## src/rtl/maskbus_pkg.sv

```systemverilog
// Shared constants for the mask bus: operation selects and rotation directions.
package maskbus_pkg;

  localparam logic [1:0] MODE_XOR  = 2'd0;
  localparam logic [1:0] MODE_AND  = 2'd1;
  localparam logic [1:0] MODE_OR   = 2'd2;
  localparam logic [1:0] MODE_PASS = 2'd3;

  localparam logic DIR_LEFT  = 1'b0;
  localparam logic DIR_RIGHT = 1'b1;

endpackage

```

## src/rtl/maskbus_tick.sv

```systemverilog
// Rotation-rate divider: asserts o_step combinationally on the last count of each
// DIV-clock period while enabled; disable or clear restarts the period.
module maskbus_tick #(
  parameter int DIV = 4,
  parameter int CW  = 24
) (
  input  logic i_clk,
  input  logic i_reset_n,
  input  logic i_en,
  input  logic i_clr,
  output logic o_step
);

  logic [CW-1:0] count_r;
  logic          last_s;

  assign last_s = (count_r == CW'(DIV - 1));
  assign o_step = i_en && last_s;

  // Divider counter: a clear or disable discards any partial count.
  always_ff @(posedge i_clk or negedge i_reset_n) begin
    if (!i_reset_n) begin
      count_r <= '0;
    end else if (i_clr || !i_en) begin
      count_r <= '0;
    end else if (last_s) begin
      count_r <= '0;
    end else begin
      count_r <= count_r + CW'(1);
    end
  end

endmodule

```

## src/rtl/maskbus_rot.sv

```systemverilog
// Switch/mask combiner with a loadable, self-rotating mask and registered LED output.
module maskbus_rot
  import maskbus_pkg::*;
#(
  parameter int              WIDTH        = 9,
  parameter logic [WIDTH-1:0] DEFAULT_MASK = WIDTH'(9'h087),
  parameter int              DIV          = 4,
  parameter int              CW           = 24
) (
  input  logic             i_clk,
  input  logic             i_reset_n,
  input  logic [WIDTH-1:0] i_sw,
  input  logic [1:0]       i_mode,
  input  logic             i_wr,
  input  logic [WIDTH-1:0] i_data,
  input  logic             i_rot,
  input  logic             i_dir,
  output logic [WIDTH-1:0] o_led,
  output logic [WIDTH-1:0] o_mask,
  output logic             o_tick
);

  logic [WIDTH-1:0] mask_r;
  logic [WIDTH-1:0] led_r;
  logic             tick_r;
  logic             step_s;
  logic             step_apply_s;
  logic [WIDTH-1:0] rot_mask_s;
  logic [WIDTH-1:0] mask_next_s;
  logic [WIDTH-1:0] led_next_s;

  maskbus_tick #(
    .DIV (DIV),
    .CW  (CW)
  ) u_tick (
    .i_clk     (i_clk),
    .i_reset_n (i_reset_n),
    .i_en      (i_rot),
    .i_clr     (i_wr),
    .o_step    (step_s)
  );

  // A write on the step cycle suppresses both the rotation and its tick.
  assign step_apply_s = step_s && !i_wr;

  // Rotated mask in the requested direction.
  always_comb begin
    rot_mask_s = mask_r;
    if (i_dir == DIR_RIGHT) begin
      rot_mask_s = {mask_r[0], mask_r[WIDTH-1:1]};
    end else begin
      rot_mask_s = {mask_r[WIDTH-2:0], mask_r[WIDTH-1]};
    end
  end

  // Mask update priority: load, then rotation step, then hold.
  always_comb begin
    mask_next_s = mask_r;
    if (i_wr) begin
      mask_next_s = i_data;
    end else if (step_apply_s) begin
      mask_next_s = rot_mask_s;
    end else begin
      mask_next_s = mask_r;
    end
  end

  // Bitwise operation against the pre-update mask.
  always_comb begin
    led_next_s = '0;
    case (i_mode)
      MODE_XOR:  led_next_s = i_sw ^ mask_r;
      MODE_AND:  led_next_s = i_sw & mask_r;
      MODE_OR:   led_next_s = i_sw | mask_r;
      MODE_PASS: led_next_s = i_sw;
      default:   led_next_s = i_sw;
    endcase
  end

  // State and output registers.
  always_ff @(posedge i_clk or negedge i_reset_n) begin
    if (!i_reset_n) begin
      mask_r <= DEFAULT_MASK;
      led_r  <= '0;
      tick_r <= 1'b0;
    end else begin
      mask_r <= mask_next_s;
      led_r  <= led_next_s;
      tick_r <= step_apply_s;
    end
  end

  assign o_led  = led_r;
  assign o_mask = mask_r;
  assign o_tick = tick_r;

endmodule

```

## config.mk

```make
export PLATFORM = sky130hd
export DESIGN_NAME = maskbus_rot
export DESIGN_NICKNAME = d
export VERILOG_FILES = /design/src/rtl/maskbus_pkg.sv /design/src/rtl/maskbus_tick.sv /design/src/rtl/maskbus_rot.sv
export SDC_FILE = /design/constraint.sdc
export NUM_CORES = 1
export LEC_CHECK = 0
export ABC_AREA = 1
export BUFFER_PORTS_ARGS = -buffer_cell sky130_fd_sc_hd__buf_2
export CAP_MARGIN = 25
export CORE_ASPECT_RATIO = 1.1
export CORE_MARGIN = 5
export CORE_UTILIZATION = 50
export DETAILED_ROUTE_END_ITERATION = 10
export HOLD_SLACK_MARGIN = 0.1
export PLACE_DENSITY_LB_ADDON = 0.25
export RECOVER_POWER = 100
export REMOVE_ABC_BUFFERS = 1
export SETUP_SLACK_MARGIN = 0.1
export SLEW_MARGIN = 20
export SYNTH_ARGS = -nofsm -noshare
export SYNTH_HDL_FRONTEND = slang
export SYNTH_SLANG_ARGS = --single-unit
```

## constraint.sdc

```tcl
create_clock -name i_clk -period 1.4 [get_ports i_clk]
set_clock_uncertainty 0.05 [all_clocks]
set_input_delay 0.14 -clock i_clk [delete_from_list [all_inputs] [get_ports i_clk]]
set_output_delay 0.14 -clock i_clk [all_outputs]
set_load 0.01 [all_outputs]
```

; After elaboration in Yosys (flattened, before gate mapping)
; Cells that the tools add are included.
[op_classes]
mux = 6
bitwise_logic = 3
addsub = 1
reduce_logical = 7
n_eq_ne = 4
[ops]
columns = operator, n
row1 = two-way mux 24 bit, 2
row2 = one-hot mux 9 bit (4 select lines), 1
row3 = two-way mux 9 bit, 3
row4 = adder 24 x 1 -> 24 bit (second input constant), 1
row5 = equality test 24 x 2 -> 1 bit (second input constant), 1
row6 = bitwise AND 9 bit, 1
row7 = OR 9 bit, 1
row8 = XOR 9 bit, 1
row9 = equality test 2 bit (second input constant), 2
row10 = equality test 2 x 1 -> 1 bit (second input constant), 1
row11 = logical AND 1 bit, 2
row12 = logical NOT 1 bit, 2
row13 = logical NOT 2 bit, 1
row14 = nonzero test 2 bit, 1
row15 = logical OR 1 bit, 1
[word_totals]
ff_bits = 43
elab_cells = 25
input_bits = 25
out_inout_bits = 19

; Longest topological paths before layout
[depth]
depth_word = 5
depth_mapped = 9
depth_no_buf = 9

; Cells and area by module
; A second synthesis with hierarchy kept.
[hier_totals]
cells_unflattened = 406
hier_area_um2 = 2925.3
[by_module_without_submodules]
columns = module, cells_per_inst, n_inst, area_per_inst_um2
row1 = maskbus_tick, 231, 1, 1590.3
row2 = maskbus_rot, 175, 1, 1335.0

; Worst setup path after synthesis
; OpenSTA, ideal clock, no wires.
[synth_timing]
path_kind = reg-to-reg
startpoint = register u_tick.count_r[0]
endpoint = register u_tick.count_r[18]
required_time_ns = 1.231
path_buffers = 0
arrival_ns = 1.259
period_less_slack_ns = 1.428
setup_slack_ns = -0.028
stages_incl_launch_ff = 9
path_cell_list = dfrtp_1 ha_1 nand2_1 nor2_1 nand3_1 nand2_1 inv_2 nand2_1 nor2_1
[synth_via]
elab_chain_len = 3
elab_cells_between_ends = 4
classes_between = add/sub: 1 / eq/ne: 1 / mux: 2
[synth_lines]
columns = item, line
row1 = "start, declared", maskbus_tick.sv:14  ; logic [CW-1:0] count_r;
row2 = "start signal, assigned", maskbus_tick.sv:29  ; count_r <= count_r + CW'(1);
row3 = adder 24 x 1 -> 24 bit / equality test 24 x 2 -> 1 bit (equally long branches), "maskbus_tick.sv:29, maskbus_tick.sv:17"
row4 = two-way mux 24 bit (*), maskbus_tick.sv:26  ; end else if (last_s) begin
row5 = two-way mux 24 bit (*), maskbus_tick.sv:24  ; end else if (i_clr || !i_en) begin
; Every way passes the cells marked *; elsewhere a longest branch is shown, timed or not.
; A chain may end at the register's enable or synchronous reset.

; Worst setup path in the final report
[layout_timing]
startpoint = register u_tick.count_r[1]
endpoint = register u_tick.count_r[12]
; Same word-level chain as after synthesis.

==> results.toml <==
[run_status]
status = "complete, but fails checks"
violations = "setup timing"

[cts]
cts_tree = "built"
cts.sinks = 43
htreeDepth = 2
cts-root-buf = "clkbuf_8"
clkLatencyLatePin_ns = 0.30
cts_buffers = 5
clk_pin_slew_ns = 0.08
cts_buffer_depth = 2

[logic_synthesis]
synth_top_area_share_pct = 36.0
ys_types = 27
synth_area_mm2 = 0.00271
synth_seq_cells = 43
synthesis.instances = 369
yosys.area.top_type = "dfrtp_1"
seq_area_frac_synth_pct = 39.9
yosysWarnings = 0
synth_area_leaders = "dfrtp_1, nand2_1, ha_1, nor2_1, inv_1"
avgSynthCellArea_um2 = 7.34

[min_path]
hp-class = "in2reg"
hold_depth = 5

[pwr]
seqPwrFrac_pct = 52.1
p_int_w = 0.00187
leakage_nw = 1.81
p_per_area_mw_per_mm2 = 708
power_frac_comb_pct = 19.0
vdd_drop_max_mv = 0.515
clkPwrFrac_pct = 28.9
switchingPower_w = 0.000778
switching_share_pct = 29.4

[final_layout]
nets = 510
ff_latch_area_mm2 = 0.00108
final_cell_mix = "nand2_1, nor2_1, inv_1, dfrtp_1, buf_4"
area_growth_pct = 38.0
design_area_mm2 = 0.00374
multi_input_comb_area_mm2 = 0.00167
fillerInstances = 429
post-route-util_pct = 70.2
final_cells = 541
final_common_cell = "nand2_1"
num_antenna_cells = 0
layout-drive-gt1-share_pct = 29.8

[floorplan]
die_h_um = 87.2
ios = 44
rows = 28
die_area_mm2 = 0.00699
core_area_mm2 = 0.00533
start_util_pct = 50.9
die_x_um = 80.2

[critical_path]
reg2regPathDepth = 8
worstPathArrival_ns = 1.61
end_kind = "flip-flop"
critPathLaunchType = "flip-flop"
cp_max_fo = 3
path_class = "reg2reg"
cp.required_ns = 1.53

[placed_design]
place_congestion = 0.897
dp_slack_ns = -0.105
dp_hpwl_um = 4820
place_inst = 506
place_area_mm2 = 0.00319
io_buffers = 43

[sta]
finalSetupViolCount = 17
tightest_slew_ns = 0.737
whs_ns = 0.116
slew_viol_final = 0
hold_violations = 0
min_period_over_period_pct = 105
fmax_mhz = 678
max_slew_margin_pct = 50.7
post-route-min-period_ns = 1.48
rsz0062_at_grt = "yes"
postLayoutSetupSlackWorst_ns = -0.0760

[grt]
gr-usage-all-layers_pct = 20.4
antenna_found_initial = 0
overflow = 0
first_global_vias = 2668
grt_first_pass_wirelength_um = 11100
grt_max_degree = 27

[routing]
drt-total-wl_um = 7220
firstDrtPassIters = 4
ant_nets = 0
drc = 0
via_per_inst = 5.04
vias = 2727
initialDrtViolationCount = 125
avgRoutedWirePerCell_um = 13.4

[job]
max_cap_violations = 0
[critical path: stages (launching register included)]
cell     delay, ns
dfrtp_1       0.36
ha_2          0.20
nand2_2       0.08
nor2_4        0.14
nand3_4       0.10
nor2_4        0.15
buf_4         0.13
xnor2_1       0.11
nor2_1        0.05
[state kept, by name, indices dropped and copies added, names as in the netlist]
signal          flops
o_mask              9
o_led               9
o_tick              1
u_tick.count_r     24
[routing by layer]
layer / track usage [%] / routed length [µm] / vias up
met5: 0 / 0 / -
met4: 7.99 / 144 / 0
met3: 4.55 / 268 / 13
met2: 37.7 / 3940 / 59
met1: 22.5 / 2880 / 1303
li1: - / - / 1352
[cells in the mapped netlist]
| library cell | instances |
|---|---|
| a211oi_1 | 1 |
| a21oi_1 | 3 |
| buf_2 | 4 |
| clkbuf_1 | 2 |
| clkinv_1 | 1 |
| dfrtp_1 | 39 |
| dfstp_2 | 4 |
| ha_1 | 19 |
| inv_1 | 43 |
| inv_2 | 1 |
| nand2_1 | 116 |
| nand2_2 | 4 |
| nand2_4 | 1 |
| nand3_1 | 18 |
| nand3_2 | 1 |
| nand4_1 | 2 |
| nand4_4 | 1 |
| nor2_1 | 60 |
| nor2_2 | 7 |
| nor2_4 | 2 |
| nor3_1 | 1 |
| nor3b_1 | 2 |
| o2111ai_1 | 8 |
| o21ai_0 | 18 |
| o22ai_1 | 1 |
| xnor2_1 | 4 |
| xor2_1 | 6 |
[layout make-up]
| cell class | instances | share of cell area, % |
|---|---|---|
| clock buffers | 7 | 2.04 |
| inverters | 45 | 4.58 |
| multi-input cells | 277 | 44.7 |
| flip-flops and latches | 43 | 28.9 |
| well taps | 75 | 2.51 |
| repair buffers | 94 | 17.3 |
[metrics by stage]
stage / setup TNS (ns) / power (W)
6_report: -0.580 / 0.00265
5_1_grt: -2.80 / 0.00277
4_1_cts: 0 / 0.00264
3_5_place_dp: -1.16 / 0.00186
3_3_place_gp: -0.736 / 0.00185
2_1_floorplan: -0.207 / 0.00163
[cells by family after synthesis]
kind of cell    after synthesis  share of synthesized area, %
fa+ha+maj                    19                          8.78
buf+inv                      51                          7.25
compound gates               31                          6.97
flops                        43                          39.9
simple gates                215                          33.9
xor+xnor                     10                          3.23
[path summary, 6_finish.rpt]
| path | from | endpoint | slack, ns |
|---|---|---|---|
| max in group asynchronous | i_reset_n | o_mask[7] | 0.20 |
| hold reg to reg | o_mask[1] | o_mask[1] | 0.47 |
| hold / removal | i_data[6] | o_mask[6] | 0.12 |
| setup reg to reg | u_tick.count_r[1] | u_tick.count_r[12] | -0.08 |
| min in group asynchronous | i_reset_n | u_tick.count_r[15] | 0.27 |
| setup / recovery | u_tick.count_r[1] | u_tick.count_r[12] | -0.08 |
[what timing repair did]
| item | 4_1_cts | 5_1_grt |
|---|---|---|
| gates resized for setup | 15 | 60 |
| gates cloned | 2 | 0 |
| pin swaps | 10 | 25 |
| hold buffers | 12 | 0 |
| endpoints found under the hold margin | 28 | 0 |
| setup buffers | 3 | 11 |
| endpoints found under the setup margin | 28 | 35 |
[power groups by stage]
stage | Sequential, W | Clock [W] | Combinational, W
global placement | 0.00140 | 0 | 0.000452
detailed placement | 0.00140 | 0 | 0.000468
global route | 0.00139 | 0.000810 | 0.000572
floorplan | 0.00143 | 0 | 0.000199
finish | 0.00138 | 0.000766 | 0.000503
CTS | 0.00137 | 0.000768 | 0.000501
Power figures use the tool's default switching activity.
